**src/rtl/rx_pkg.sv**
```systemverilog
// rx_pkg: shared state type, parameter defaults and popcount helper.
// Used by sync_receiver and sync_correlator.
package rx_pkg;

  typedef enum logic {
    HUNT    = 1'b0,
    PAYLOAD = 1'b1
  } rx_state_t;

  localparam int          DEF_DATA_W      = 8;
  localparam int          DEF_SYNC_W      = 8;
  localparam logic [31:0] DEF_SYNC_WORD   = 32'h0000_00D5;
  localparam int          DEF_SYNC_TOL    = 0;
  localparam int          DEF_FRAME_WORDS = 4;

  function automatic logic [5:0] popcount(input logic [31:0] v);
    logic [5:0] n;
    n = '0;
    for (int i = 0; i < 32; i++) begin
      n = n + {5'd0, v[i]};
    end
    return n;
  endfunction

endpackage

```
**src/rtl/sync_correlator.sv**
```systemverilog
// sync_correlator: sync history shifter and Hamming-distance match.
// o_hit pulses on the valid bit that completes a match.
module sync_correlator
  import rx_pkg::*;
#(
  parameter int              SYNC_W    = DEF_SYNC_W,
  parameter logic [SYNC_W-1:0] SYNC_WORD = SYNC_W'(DEF_SYNC_WORD),
  parameter int              SYNC_TOL  = DEF_SYNC_TOL
) (
  input  logic clk,
  input  logic reset,
  input  logic i_shift,
  input  logic i_bit,
  input  logic i_clear,
  output logic o_hit
);

  logic [SYNC_W-1:0] r_hist;
  logic [SYNC_W-1:0] w_next;
  logic [31:0]       w_diff;

  assign w_next = {r_hist[SYNC_W-2:0], i_bit};
  assign w_diff = 32'(w_next ^ SYNC_WORD);
  assign o_hit  = i_shift && (popcount(w_diff) <= 6'(SYNC_TOL));

  // History shifts on hunted bits; wiped when a frame ends.
  always_ff @(posedge clk) begin
    if (reset || i_clear) begin
      r_hist <= '0;
    end else if (i_shift) begin
      r_hist <= w_next;
    end
  end

endmodule

```
**src/rtl/sync_receiver.sv**
```systemverilog
// sync_receiver: sync hunt, framed word capture, valid/ready output.
// Define RX_PARITY_EN to receive an even-parity bit after each word.
module sync_receiver
  import rx_pkg::*;
#(
  parameter int                DATA_W      = DEF_DATA_W,
  parameter int                SYNC_W      = DEF_SYNC_W,
  parameter logic [SYNC_W-1:0] SYNC_WORD   = SYNC_W'(DEF_SYNC_WORD),
  parameter int                SYNC_TOL    = DEF_SYNC_TOL,
  parameter int                FRAME_WORDS = DEF_FRAME_WORDS
) (
  input  logic              clk,
  input  logic              reset,
  input  logic              data_i,
  input  logic              bit_valid_i,
  output logic [DATA_W-1:0] m_data_o,
  output logic              m_valid_o,
  input  logic              m_ready_i,
  output logic              m_last_o,
  output logic              m_err_o,
  output logic              locked_o,
  output logic              ovf_o
);

`ifdef RX_PARITY_EN
  localparam int WORD_BITS = DATA_W + 1;
`else
  localparam int WORD_BITS = DATA_W;
`endif
  localparam int SH_W = WORD_BITS - 1;
  localparam int BC_W = $clog2(WORD_BITS);

  rx_state_t r_state;
  rx_state_t w_state_nxt;

  logic [BC_W-1:0]   r_bit_cnt;
  logic [7:0]        r_word_cnt;
  logic [SH_W-1:0]   r_shift;
  logic [DATA_W-1:0] r_data;
  logic              r_valid;
  logic              r_last;
  logic              r_err;
  logic              r_ovf;

  logic              w_hunt_bit;
  logic              w_pay_bit;
  logic              w_hit;
  logic              w_bit_end;
  logic              w_done;
  logic              w_last;
  logic              w_load;
  logic [DATA_W-1:0] w_word;
  logic              w_err;

  assign w_hunt_bit = bit_valid_i && (r_state == HUNT);
  assign w_pay_bit  = bit_valid_i && (r_state == PAYLOAD);
  assign w_bit_end  = r_bit_cnt == BC_W'(WORD_BITS - 1);
  assign w_done     = w_pay_bit && w_bit_end;
  assign w_last     = r_word_cnt == 8'(FRAME_WORDS - 1);
  assign w_load     = w_done && (!r_valid || m_ready_i);

`ifdef RX_PARITY_EN
  assign w_word = r_shift;
  assign w_err  = ^{r_shift, data_i};
`else
  assign w_word = {r_shift, data_i};
  assign w_err  = 1'b0;
`endif

  sync_correlator #(
    .SYNC_W   (SYNC_W),
    .SYNC_WORD(SYNC_WORD),
    .SYNC_TOL (SYNC_TOL)
  ) u_corr (
    .clk    (clk),
    .reset  (reset),
    .i_shift(w_hunt_bit),
    .i_bit  (data_i),
    .i_clear(w_done && w_last),
    .o_hit  (w_hit)
  );

  // State register.
  always_ff @(posedge clk) begin
    if (reset) begin
      r_state <= HUNT;
    end else begin
      r_state <= w_state_nxt;
    end
  end

  // Lock on a sync hit; drop back to hunting after the last word.
  always_comb begin
    w_state_nxt = r_state;
    case (r_state)
      HUNT:    if (w_hit) w_state_nxt = PAYLOAD;
      PAYLOAD: if (w_done && w_last) w_state_nxt = HUNT;
    endcase
  end

  // Payload bit/word counting and word assembly, MSB first.
  always_ff @(posedge clk) begin
    if (reset) begin
      r_bit_cnt  <= '0;
      r_word_cnt <= '0;
      r_shift    <= '0;
    end else if (w_pay_bit) begin
      if (!w_bit_end) begin
        r_shift <= SH_W'({r_shift, data_i});
      end
      if (w_bit_end) begin
        r_bit_cnt  <= '0;
        r_word_cnt <= w_last ? 8'd0 : r_word_cnt + 8'd1;
      end else begin
        r_bit_cnt <= r_bit_cnt + BC_W'(1);
      end
    end
  end

  // Output holding register; a word arriving while blocked is lost.
  always_ff @(posedge clk) begin
    if (reset) begin
      r_data  <= '0;
      r_valid <= 1'b0;
      r_last  <= 1'b0;
      r_err   <= 1'b0;
      r_ovf   <= 1'b0;
    end else begin
      if (w_load) begin
        r_data  <= w_word;
        r_valid <= 1'b1;
        r_last  <= w_last;
        r_err   <= w_err;
      end else if (m_ready_i) begin
        r_valid <= 1'b0;
      end
      if (w_done && r_valid && !m_ready_i) begin
        r_ovf <= 1'b1;
      end
    end
  end

  assign m_data_o  = r_data;
  assign m_valid_o = r_valid;
  assign m_last_o  = r_last;
  assign m_err_o   = r_err;
  assign locked_o  = r_state == PAYLOAD;
  assign ovf_o     = r_ovf;

endmodule

```
**config.mk**
```make
export PLATFORM = sky130hd
export DESIGN_NAME = sync_receiver
export DESIGN_NICKNAME = d
export VERILOG_FILES = /design/src/rtl/rx_pkg.sv /design/src/rtl/sync_correlator.sv /design/src/rtl/sync_receiver.sv
export SDC_FILE = /design/constraint.sdc
export NUM_CORES = 1
export LEC_CHECK = 0
export ABC_AREA = 1
export BUFFER_PORTS_ARGS = -buffer_cell sky130_fd_sc_hd__buf_4
export CAP_MARGIN = 15
export CORE_ASPECT_RATIO = 0.5
export CORE_MARGIN = 2
export CORE_UTILIZATION = 50
export DETAILED_ROUTE_END_ITERATION = 7
export HOLD_SLACK_MARGIN = 0.1
export PLACE_DENSITY = 0.72
export SLEW_MARGIN = 0
export SYNTH_ARGS = -nofsm -noshare
export SYNTH_HDL_FRONTEND = slang
export SYNTH_SLANG_ARGS = --single-unit
```
**constraint.sdc**
```tcl
create_clock -name clk -period 7.5 [get_ports clk]
set_input_delay 1.5 -clock clk [delete_from_list [all_inputs] [get_ports clk]]
set_output_delay 1.5 -clock clk [all_outputs]
set_load 0.01 [all_outputs]
```
## Word level (Yosys, flattened, before mapping)

Cells that the tools add are included.

| word-level totals | value |
|---|---|
| register bits after elaboration | 37 |
| bits in latches | 0 |
| bits in writable memories | 0 |
| bits in read-only memories | 0 |
| bits of input ports | 5 |
| output and inout port bits | 13 |
| word-level logic and storage cells | 46 |
| memories kept | 0 |

| operators by class | value |
|---|---|
| add/sub/neg operators | 9 |
| multiply operators | 0 |
| div/mod/pow operators | 0 |
| magnitude comparators | 1 |
| equal/unequal tests | 2 |
| shifts and indexed selects | 0 |
| multiplexer cells | 7 |
| bitwise gates (word level) | 3 |
| reductions and logical operators | 15 |

Operator list:

| cell | number |
|---|---|
| adder 6 x 1 -> 6 bit | 6 |
| adder 8 x 1 -> 8 bit, second input constant | 1 |
| equality test 8 x 2 -> 1 bit, second input constant | 1 |
| logical AND 1 bit | 8 |
| 2-to-1 mux 8 bit | 1 |
| less-or-equal comparator 6 x 1 -> 1 bit, second input constant | 1 |
| NOT 5 bit | 1 |
| 2-to-1 mux 1 bit | 4 |
| AND reduction 2 bit | 2 |
| adder 3 x 1 -> 3 bit, second input constant | 1 |
| equality test 3 bit, second input constant | 1 |
| 2-to-1 mux 3 bit | 1 |
| adder 1 x 1 -> 2 bit | 1 |
| logical NOT 1 bit | 2 |
| logical OR 1 bit | 2 |
| NOT 1 bit | 2 |
| one-hot mux 1 bit (2 select lines) | 1 |
| nonzero test 2 bit | 1 |

## Logic depth before layout (Yosys ltp)

Gate-level depths: netlist of run 1.

| logic depth | value |
|---|---|
| depth after elaboration | 12 |
| depth in mapped cells | 12 |
| gate-level depth less buffers | 12 |

## Cells and area by module

Synthesis of run 1 repeated with hierarchy kept, for this count alone.

| unflattened totals | value |
|---|---|
| cells, all modules | 219 |
| area, all modules | 1724.2 um^2 |

By module, submodules not included:

| module | times used | cells each | area an instance (um^2) | seq. area each (um^2) |
|---|---|---|---|---|
| sync_receiver | 1 | 162 | 1248.7 | 600.6 |
| sync_correlator | 1 | 57 | 475.5 | 140.1 |

## Least setup slack after synthesis of run 1

OpenSTA, ideal clock, no wires.

| timing path | value |
|---|---|
| path type | input to register |
| start | input port data_i |
| end | register r_state (netlist: locked_o) |
| setup time | 0.114 ns |
| data arrival time | 3.884 ns |
| data required time | 7.386 ns |
| slack | 3.502 ns |
| cell stages on the path | 10 |
| path buffers | 0 |
| cell sequence | inv_1 ha_1 fa_1 inv_1 fa_1 fa_1 fa_1 and3_1 nand3_1 nand2_1 |

| between the ends | value |
|---|---|
| cells in the longest elaborated chain, start to end | 12 |

Ends and longest elaborated chain:

| item | RTL line | RTL |
|---|---|---|
| from (decl) | sync_receiver.sv:14 | `input logic data_i,` |
| NOT 5 bit (no line) | - |  |
| adder 1 x 1 -> 2 bit | rx_pkg.sv:20 | `n = n + {5'd0, v[i]};` |
| adder 6 x 1 -> 6 bit (6 in series) | rx_pkg.sv:20 |  |
| less-or-equal comparator 6 x 1 -> 1 bit | sync_correlator.sv:24 | `assign o_hit = i_shift && (popcount(w_diff) <= 6'(SYNC_TOL));` |
| logical AND 1 bit | sync_correlator.sv:24 |  |
| 2-to-1 mux 1 bit | sync_receiver.sv:96 | `HUNT: if (w_hit) w_state_nxt = PAYLOAD;` |
| one-hot mux 1 bit (2 select lines) | sync_receiver.sv:95 | `case (r_state)` |
| to (signal assigned) | sync_receiver.sv:88 | `r_state <= w_state_nxt;` |
| to (decl) | sync_receiver.sv:33 | `rx_state_t r_state;` |

No other way between the ends.
A chain may end at the register's enable or synchronous reset.

## Worst setup path after layout of run 1

Ends and elaborated chain as after synthesis.

==> impl_metrics.tcl, run 1 <==
set metrics [dict create \
    outcome "finished clean" \
    swShare 0.234 \
    layout_worst_path_cycle_share 0.520 \
    finish.net_count 247 \
    syn_nets 229 \
    crit_path_frequent_cell "sky130_fd_sc_hd__fa_1" \
    cts_resized 0 \
    post_synth_inst_count 214 \
    avgSynthCellArea_um2 7.97 \
    coreArea_um2 3120 \
    drt.antenna.violating_nets 0 \
    cts_tree "built" \
    die_w_um 86.6 \
    route.final.wire_length_mm 3.13 \
    drv_cap 0 \
    register_area_um2 741 \
    dr_total_vias 1367 \
    post-place-ws_ps 3290 \
    worstPathRequired_ps 7680 \
    floorplan.initialDensity 0.547 \
    internal_power_uw 269 \
    clock_insertion_delay_worst_skew_ps 290 \
    crit_chain "buf_4 > inv_1 > ha_1 > fa_1 > inv_1 > fa_1 > fa_1 > fa_1 > and3_1 > nand3_1 > nand2_1" \
    htreeDepth 2 \
    report.final.setup_viol 0 \
    critical_path.endpoint_type "register" \
    dp_hpwl_mm 2.26 \
    p_switching_uw 82.3 \
    layout.filler_cells 285 \
    grt_setup_unrepaired "false" \
    worst_setup_path_start_kind "primary input" \
    clock_power_share 0.382 \
    clock_tree_buf_depth 2 \
    postSynthRegisterBits 37 \
    drt_iter0_drc 63 \
    largest_net_degree_at_the_start_of_global_routing 25 \
    timing_max_transition_violations_final 0 \
    clk_pin_slew_worst_paths_ps 70 \
    router_iterations_before_antenna_repair 4 \
    grt_overflow_total 0 \
    timing.critical_path.fanout_max 3 \
    pwr-share-seq 0.568 \
    grt_antenna_before_repair 0 \
    timing.setup.critical_path_class "in2reg" \
    synth.cell_area_um2 1710 \
    leakagePower_nw 0.865 \
    number_of_port_buffers 16 \
    post_cts_buffers 0 \
    die_area_um2 3920 \
    cellPowerDensity_nw_per_um2 183 \
    grt_use_total 0.183 \
    comb_power_share 0.050 \
    detail_route.drc_violations 0 \
    timing.final.crit_period_ps 3900 \
    fin_setup_tns_ps 0 \
    drive_gt1_frac 0.146 \
    avgViaCountPerCell 5.01 \
    antenna_cells 0 \
    cts_hold_buf 0 \
    vdd_ir_drop_max_mv 0.0730 \
    route.detailed.wl_per_inst_um 11.5 \
    tightest_slew_ps 648 \
    timing_hold_violations_final 0 \
    die_height_um 45.3 \
    finalWorstSetupSlack_ps 3600 \
    grt_pass1_vias 1227 \
    top_level_ports 18 \
    routabilityCongestion 0.822 \
    slew-limit-headroom 0.568 \
    fmax_mhz 257 \
    worstHoldPathType "reg2reg" \
    worst-endpoint-arrival_ps 4080 \
    critical-path-max-stage-delay_ps 480 \
    multiInputGateArea_um2 827 \
    synthDistinctLibCells 27 \
    timing.critical_path.slowest_stage_cell "sky130_fd_sc_hd__fa_1" \
    fin_skew_ps 8.93 \
    count_of_warnings_emitted_by_yosys 0 \
    std_cell_rows 14 \
    tritoncts.num_buffers 5 \
    sequential_element_share_of_the_synthesized_area 0.434 \
    cts_num_sinks 37 \
    area_growth_syn_to_layout_pct 12.5 \
    hold-worst-slack_ps 473 \
    global_route_wire_length_before_repair_mm 5.31 \
    finish.utilization 0.615 \
    cts_root_buffer "sky130_fd_sc_hd__clkbuf_8" \
]
[flip-flops by register name, indices dropped and copies added, names as in the netlist]
name           flops
m_valid_o          1
r_shift            7
locked_o           1
r_word_cnt         8
m_last_o           1
r_bit_cnt          3
ovf_o              1
m_data_o           8
u_corr.r_hist      7
[critical path: cells and delay by family]
family,cells,cell delay [ps]
adder cells (fa/ha/maj),5,2030
buffers and inverters,3,240
AND/OR/NAND/NOR,3,310
[stage by stage]
stage / instances / area (um^2) / power, mW
floorplan: 214 / 1710 / 0.217
global placement: 265 / 1840 / 0.221
detailed placement: 265 / 1840 / 0.222
CTS: 273 / 1920 / 0.353
global route: 273 / 1920 / 0.366
finish: 273 / 1920 / 0.351
[cell type report]
| cell class | count | share of cell area |
|---|---|---|
| inverter | 26 | 0.0509 |
| clock buffer | 6 | 0.0378 |
| timing repair buffer | 16 | 0.0626 |
| clock inverter | 2 | 0.00522 |
| tap | 40 | 0.0261 |
| sequential | 37 | 0.386 |
| multi-input combinational | 146 | 0.431 |
[synth_stat cells]
cell / count / share of area
sky130_fd_sc_hd__a211oi_1: 1 / 0.0044
sky130_fd_sc_hd__a21oi_1: 13 / 0.038
sky130_fd_sc_hd__and3_1: 1 / 0.0037
sky130_fd_sc_hd__buf_2: 2 / 0.0059
sky130_fd_sc_hd__buf_4: 1 / 0.0044
sky130_fd_sc_hd__buf_6: 2 / 0.013
sky130_fd_sc_hd__conb_1: 1 / 0.0022
sky130_fd_sc_hd__dfxtp_1: 37 / 0.43
sky130_fd_sc_hd__fa_1: 4 / 0.047
sky130_fd_sc_hd__ha_1: 6 / 0.044
sky130_fd_sc_hd__inv_1: 25 / 0.055
sky130_fd_sc_hd__inv_2: 1 / 0.0022
sky130_fd_sc_hd__nand2_1: 22 / 0.048
sky130_fd_sc_hd__nand2_2: 1 / 0.0037
sky130_fd_sc_hd__nand2_4: 1 / 0.0066
sky130_fd_sc_hd__nand3_1: 17 / 0.050
sky130_fd_sc_hd__nand3_2: 2 / 0.012
sky130_fd_sc_hd__nand3_4: 1 / 0.010
sky130_fd_sc_hd__nor2_1: 47 / 0.10
sky130_fd_sc_hd__nor2_4: 4 / 0.026
sky130_fd_sc_hd__nor3b_1: 1 / 0.0044
sky130_fd_sc_hd__o21a_1: 1 / 0.0044
sky130_fd_sc_hd__o21ai_0: 17 / 0.050
sky130_fd_sc_hd__o21ai_1: 1 / 0.0029
sky130_fd_sc_hd__o21bai_1: 1 / 0.0044
sky130_fd_sc_hd__or2_2: 1 / 0.0037
sky130_fd_sc_hd__xor2_1: 3 / 0.015
[power groups by stage]
stage | Combinational [mW] | Clock (mW) | Sequential [mW]
floorplan | 0.0135 | 0 | 0.204
global placement | 0.0170 | 0 | 0.204
detailed placement | 0.0178 | 0 | 0.204
CTS | 0.0178 | 0.135 | 0.200
global route | 0.0203 | 0.146 | 0.200
finish | 0.0175 | 0.134 | 0.200
[worst paths after layout]
check / to / cells after the start / from / slack, ps
max: locked_o$_SDFF_PP0_ / 11 / data_i / 3600
min: m_last_o$_SDFFE_PP0P_ / 2 / m_last_o$_SDFFE_PP0P_ / 470
max reg2reg: locked_o$_SDFF_PP0_ / 9 / u_corr.r_hist[0]$_SDFFE_PP0P_ / 4640
min reg2reg: m_last_o$_SDFFE_PP0P_ / 2 / m_last_o$_SDFFE_PP0P_ / 470
[cell usage in the layout (no fill, tap or decap), drive strengths merged]
master   n
or2      1
clkbuf   6
ha       6
buf     16
nor2    51
clkinv   2
o21ai   18
nor3b    1
a211oi   1
a21oi   13
o21bai   1
nand2   24
dfxtp   37
and3     1
inv     26
nand3   20
xor2     3
o21a     1
conb     1
fa       4
[per-layer routing]
metal	vias up	GRT usage	wire [um]
met5	-	0	0
met4	0	0.0875	44
met3	5	0.0603	144
met2	27	0.283	1340
met1	620	0.236	1600
li1	715	-	-
[kinds of logic (layout without fill, tap and decap cells)]
| family | after synthesis | in the layout | share of synthesized area |
|---|---|---|---|
| DFF | 37 | 37 | 0.434 |
| buffers and inverters | 31 | 50 | 0.0807 |
| other | 1 | 1 | 0.00220 |
| AOI/OAI and AO/OA | 34 | 34 | 0.104 |
| xor gates and xnor gates | 3 | 3 | 0.0154 |
| adders and majority gates | 10 | 10 | 0.0910 |
| and+or+nand+nor | 98 | 98 | 0.272 |
No activity file was read; power rests on OpenSTA's default activity.
==> run 2: changes to the inputs <==
==> constraint.sdc (replaced) <==
create_clock -name clk -period 4 [get_ports clk]
set_input_delay 0.8 -clock clk [delete_from_list [all_inputs] [get_ports clk]]
set_output_delay 0.8 -clock clk [all_outputs]
set_load 0.01 [all_outputs]
==> run 2 against run 1 <==
Effect of this change:
- combinational power up 90%
- register-to-register slack worse by 3500 ps
- total power up 110%
- sequential power up 87%
- die area unchanged
- first-iteration DRC count down 24%
- setup slack worse by 2800 ps
- wire length up 0.64%
- clock power rose to 2.5 times the previous value
- flip-flop and latch count unchanged
- critical path depth unchanged
- critical path type unchanged
- largest power group unchanged
==> impl_metrics.tcl, run 2 (synthesized netlist as in run 1, its figures left out) <==
set metrics [dict create \
    outcome "finished clean" \
    route.detailed.wl_per_inst_um 11.5 \
    hold_path_end "m_last_o$_SDFFE_PP0P_" \
    largest_net_degree_at_the_start_of_global_routing 25 \
    startpoint_of_the_worst_hold_path "m_last_o$_SDFFE_PP0P_" \
    coreArea_um2 3120 \
    floorplan.initialDensity 0.547 \
    grt_pass1_vias 1225 \
    timing.setup.critical_path_class "in2reg" \
    cts_hold_buf 0 \
    dp_hpwl_mm 2.27 \
    cts_num_sinks 37 \
    fin_setup_tns_ps 0 \
    detail_route.drc_violations 0 \
    total_power_uw 745 \
    timing_max_transition_violations_final 0 \
    grt_antenna_before_repair 0 \
    drt.antenna.violating_nets 0 \
    worst-endpoint-arrival_ps 3380 \
    crit_path_frequent_cell "sky130_fd_sc_hd__fa_1" \
    leakagePower_nw 0.877 \
    cts_tree "built" \
    dp_cells 265 \
    fin_skew_ps 6.12 \
    die_w_um 86.6 \
    hold-worst-slack_ps 470 \
    drt_iter0_drc 48 \
    std_cell_rows 14 \
    slew-limit-headroom 0.554 \
    post_cts_buffers 0 \
    tightest_slew_ps 668 \
    cts_root_buffer "sky130_fd_sc_hd__clkbuf_8" \
    die_area_um2 3920 \
    critical_path.endpoint_type "register" \
    cellPowerDensity_nw_per_um2 381 \
    global_route_wire_length_before_repair_mm 5.32 \
    area_growth_syn_to_layout_pct 14.7 \
    finish.net_count 247 \
    clock_insertion_delay_worst_skew_ps 290 \
    timing.hold.worst_path_depth 2 \
    timing.critical_path.slowest_stage_cell "sky130_fd_sc_hd__fa_1" \
    tritoncts.num_buffers 5 \
    dr_total_vias 1360 \
    antenna_cells 0 \
    route.final.wire_length_mm 3.15 \
    drv_cap 0 \
    clk_pin_slew_worst_paths_ps 80 \
    cts_resized 0 \
    register_area_um2 741 \
    avgViaCountPerCell 4.98 \
    router_iterations_before_antenna_repair 4 \
    grt_setup_unrepaired "false" \
    worstReg2RegStart "u_corr.r_hist[0]$_SDFFE_PP0P_" \
    top_level_ports 18 \
    worst_setup_path_start_kind "primary input" \
    rr_endpoint "locked_o$_SDFF_PP0_" \
    timing.final.crit_period_ps 3200 \
    timing_hold_violations_final 0 \
    critical-path-max-stage-delay_ps 480 \
    layout_worst_path_cycle_share 0.800 \
    final_cell_count_no_fill 273 \
    routabilityCongestion 0.822 \
    worstPathRequired_ps 4180 \
    commonest_cells_after_routing_fill_and_taps_aside "sky130_fd_sc_hd__nor2_1 (47), sky130_fd_sc_hd__dfxtp_1 (37), sky130_fd_sc_hd__inv_1 (25), sky130_fd_sc_hd__nand2_1 (22)" \
    htreeDepth 2 \
    clock_tree_buf_depth 2 \
    worstHoldPathType "reg2reg" \
    reg2reg_depth 9 \
    drive_gt1_frac 0.150 \
    r2r_slack_ps 1130 \
    number_of_port_buffers 16 \
    crit_chain "buf_4 > inv_1 > ha_1 > fa_1 > inv_1 > fa_1 > fa_1 > fa_1 > and3_1 > nand3_1 > nand2_1" \
    vdd_ir_drop_max_mv 0.259 \
    grt_use_total 0.180 \
    report.final.setup_viol 0 \
    multiInputGateArea_um2 827 \
    fmax_mhz 313 \
    die_height_um 45.3 \
    timing.critical_path.fanout_max 3 \
    mostFrequentLayoutCell "sky130_fd_sc_hd__nor2_1" \
    grt_overflow_total 0 \
    layout.filler_cells 278 \
]
## run 2: per-layer routing
metal	GRT usage	part of all wire
met5	0	0
met4	0.0469	0.0054
met3	0.0622	0.045
met2	0.295	0.44
met1	0.233	0.50
## run 2: report_power, final
| part | switching (mW) | internal [mW] | total (mW) |
|---|---|---|---|
| clock network | 0.135 | 0.203 | 0.338 |
| logic | 0.0207 | 0.0125 | 0.0332 |
| registers | 0.00292 | 0.371 | 0.374 |
| total | 0.159 | 0.587 | 0.745 |
## run 2: critical path, delay by kind of cell
family | cells | cell delay [ps]
fa+ha+maj | 5 | 2030
buf+inv | 3 | 240
simple gates | 3 | 310
## run 2: worst max-delay path by stage
stage | startpoint | to
detailed placement | data_i | locked_o$_SDFF_PP0_
global placement | data_i | locked_o$_SDFF_PP0_
floorplan | data_i | locked_o$_SDFF_PP0_
CTS | data_i | locked_o$_SDFF_PP0_
global route | data_i | locked_o$_SDFF_PP0_
finish | data_i | locked_o$_SDFF_PP0_
## run 2: stage by stage
stage	util	setup slack, ps	area (um^2)
after global placement	0.589	566	1840
after global routing	0.627	716	1960
after detailed placement	0.589	492	1840
after CTS	0.627	814	1960
after floorplan	-	702	1710
final	0.627	801	1960
## run 2: area by class of cell
class                      count  share of cell area
tap                           40              0.0256
clock inverter                 2              0.0192
multi-input combinational    146               0.423
sequential                    37               0.379
clock buffer                   6              0.0422
timing repair buffer          16              0.0614
inverter                      26              0.0499
==> run 3: changes to the inputs <==
==> constraint.sdc (replaced) <==
create_clock -name clk -period 3.05 [get_ports clk]
set_input_delay 0.61 -clock clk [delete_from_list [all_inputs] [get_ports clk]]
set_output_delay 0.61 -clock clk [all_outputs]
set_load 0.01 [all_outputs]
==> run 3 against run 2 <==
Effect of this change:
- critical path depth is the same
- design area grew 0.32%
- via count is essentially flat
- setup slack lost 660 ps
- non-clock buffer count grew 1
- sequential power grew 31%
- utilization grew 0.20 points
- register-to-register slack lost 910 ps
==> impl_metrics.tcl, run 3 (synthesized netlist as in run 1, its figures left out) <==
set metrics [dict create \
    timing.setup.critical_path_class "in2reg" \
    crit_path_frequent_cell "sky130_fd_sc_hd__fa_1" \
    worstPathRequired_ps 3230 \
    clock_power_share 0.408 \
    route.final.wire_length_mm 3.20 \
    pwr-share-seq 0.540 \
    grt_setup_unrepaired "false" \
    area_growth_syn_to_layout_pct 15.0 \
    comb_power_share 0.052 \
    clock_insertion_delay_worst_skew_ps 280 \
    slew-limit-headroom 0.572 \
    dr_total_vias 1359 \
    post_cts_buffers 0 \
    cts_hold_buf 0 \
    critical_path_buf_inv_count 3 \
    largest_net_degree_at_the_start_of_global_routing 25 \
    multiInputGateArea_um2 842 \
    fmax_mhz 344 \
    detail_route.drc_violations 0 \
    crit_chain "buf_4 > inv_4 > ha_4 > fa_1 > inv_1 > fa_1 > fa_2 > fa_1 > and3_1 > nand3_1 > nand2_1" \
    worst_setup_path_start_kind "primary input" \
    floorplan.initialDensity 0.547 \
    drive_gt1_frac 0.167 \
    swShare 0.220 \
    die_height_um 45.3 \
    htreeDepth 2 \
    dp_hpwl_mm 2.29 \
    register_area_um2 741 \
    route.detailed.wl_per_inst_um 11.7 \
    critical-path-max-stage-delay_ps 500 \
    tritoncts.num_buffers 5 \
    coreArea_um2 3120 \
    grt_antenna_before_repair 0 \
    final_cell_count_no_fill 274 \
    report.final.setup_viol 0 \
    cts_root_buffer "sky130_fd_sc_hd__clkbuf_8" \
    p_switching_uw 200 \
    critical_path.endpoint_type "register" \
    vdd_ir_drop_max_mv 0.221 \
    cellPowerDensity_nw_per_um2 464 \
    outcome "finished clean" \
    timing_hold_violations_final 0 \
    antenna_cells 0 \
    commonest_cells_after_routing_fill_and_taps_aside "sky130_fd_sc_hd__nor2_1 (47), sky130_fd_sc_hd__dfxtp_1 (37), sky130_fd_sc_hd__inv_1 (24), sky130_fd_sc_hd__nand2_1 (22)" \
    cts_tree "built" \
    drv_cap 0 \
    largest_delay_share_family_worst_path "adder cells" \
    drt.antenna.violating_nets 0 \
    mostFrequentLayoutCell "sky130_fd_sc_hd__nor2_1" \
    finish.net_count 248 \
    cts_resized 0 \
    worst-endpoint-arrival_ps 3090 \
    timing.final.crit_period_ps 2910 \
    grt_overflow_total 0 \
    fin_skew_ps 4.15 \
    number_of_port_buffers 16 \
    internal_power_uw 710 \
    dp_cells 266 \
    cts_num_sinks 37 \
    clock_tree_buf_depth 2 \
    router_iterations_before_antenna_repair 4 \
    global_route_wire_length_before_repair_mm 5.58 \
    leakagePower_nw 0.876 \
    timing_max_transition_violations_final 0 \
    timing.critical_path.slowest_stage_cell "sky130_fd_sc_hd__fa_1" \
    clk_pin_slew_worst_paths_ps 70 \
    layout.filler_cells 286 \
    routabilityCongestion 0.788 \
    grt_use_total 0.195 \
    tightest_slew_ps 641 \
    die_w_um 86.6 \
    placedInstanceArea_um2 1860 \
    final_design_area_no_fill_um2 1960 \
    worstHoldPathType "reg2reg" \
    std_cell_rows 14 \
    timing.critical_path.fanout_max 2 \
    grt_pass1_vias 1292 \
    die_area_um2 3920 \
    avgViaCountPerCell 4.96 \
    top_level_ports 18 \
    finish.utilization 0.629 \
    fin_setup_tns_ps 0 \
    layout_worst_path_cycle_share 0.954 \
    drt_iter0_drc 63 \
]
## run 3: power groups by stage
stage	clock (mW)	combinational, mW	sequential (mW)
after CTS	0.384	0.0485	0.491
after global routing	0.404	0.0558	0.492
after global placement	0	0.0462	0.502
final	0.372	0.0470	0.491
after floorplan	0	0.0357	0.502
after detailed placement	0	0.0485	0.502
## run 3: per-layer routing
layer / global-route usage / part of all wire / vias up
met1: 0.228 / 0.48 / 617
met5: 0 / 0 / -
met4: 0.0969 / 0.0066 / 0
met3: 0.0768 / 0.057 / 2
li1: - / - / 717
met2: 0.320 / 0.46 / 23
## run 3: final cells by class
class                   count  area share
clock buffers               7      0.0491
clock inverters             1     0.00255
inverters                  26      0.0510
multi-input cells         146       0.429
flip-flops and latches     37       0.378
well taps                  40      0.0255
repair buffers             17      0.0651
## run 3: per-stage QoR
stage	setup WS [ps]	hold WS, ps	total power [mW]
2_1_floorplan	-0.293	440	0.537
3_3_place_gp	-162	455	0.548
3_5_place_dp	-234	463	0.551
4_1_cts	84.9	479	0.923
5_1_grt	30.4	500	0.952
6_report	142	478	0.910
## run 3: worst paths after layout
check / endpoint / slack [ps] / depth (start not counted) / from
setup / recovery: locked_o$_SDFF_PP0_ / 140 / 11 / data_i
hold / removal: ovf_o$_SDFFE_PP0P_ / 480 / 2 / ovf_o$_SDFFE_PP0P_
setup reg to reg: locked_o$_SDFF_PP0_ / 220 / 9 / u_corr.r_hist[0]$_SDFFE_PP0P_
hold reg to reg: ovf_o$_SDFFE_PP0P_ / 480 / 2 / ovf_o$_SDFFE_PP0P_
## run 3: worst register-to-register path: stages (launching register included)
cell	delay [ps]
sky130_fd_sc_hd__dfxtp_1	400
sky130_fd_sc_hd__ha_4	230
sky130_fd_sc_hd__fa_1	500
sky130_fd_sc_hd__inv_1	50
sky130_fd_sc_hd__fa_1	470
sky130_fd_sc_hd__fa_2	370
sky130_fd_sc_hd__fa_1	420
sky130_fd_sc_hd__and3_1	180
sky130_fd_sc_hd__nand3_1	70
sky130_fd_sc_hd__nand2_1	50
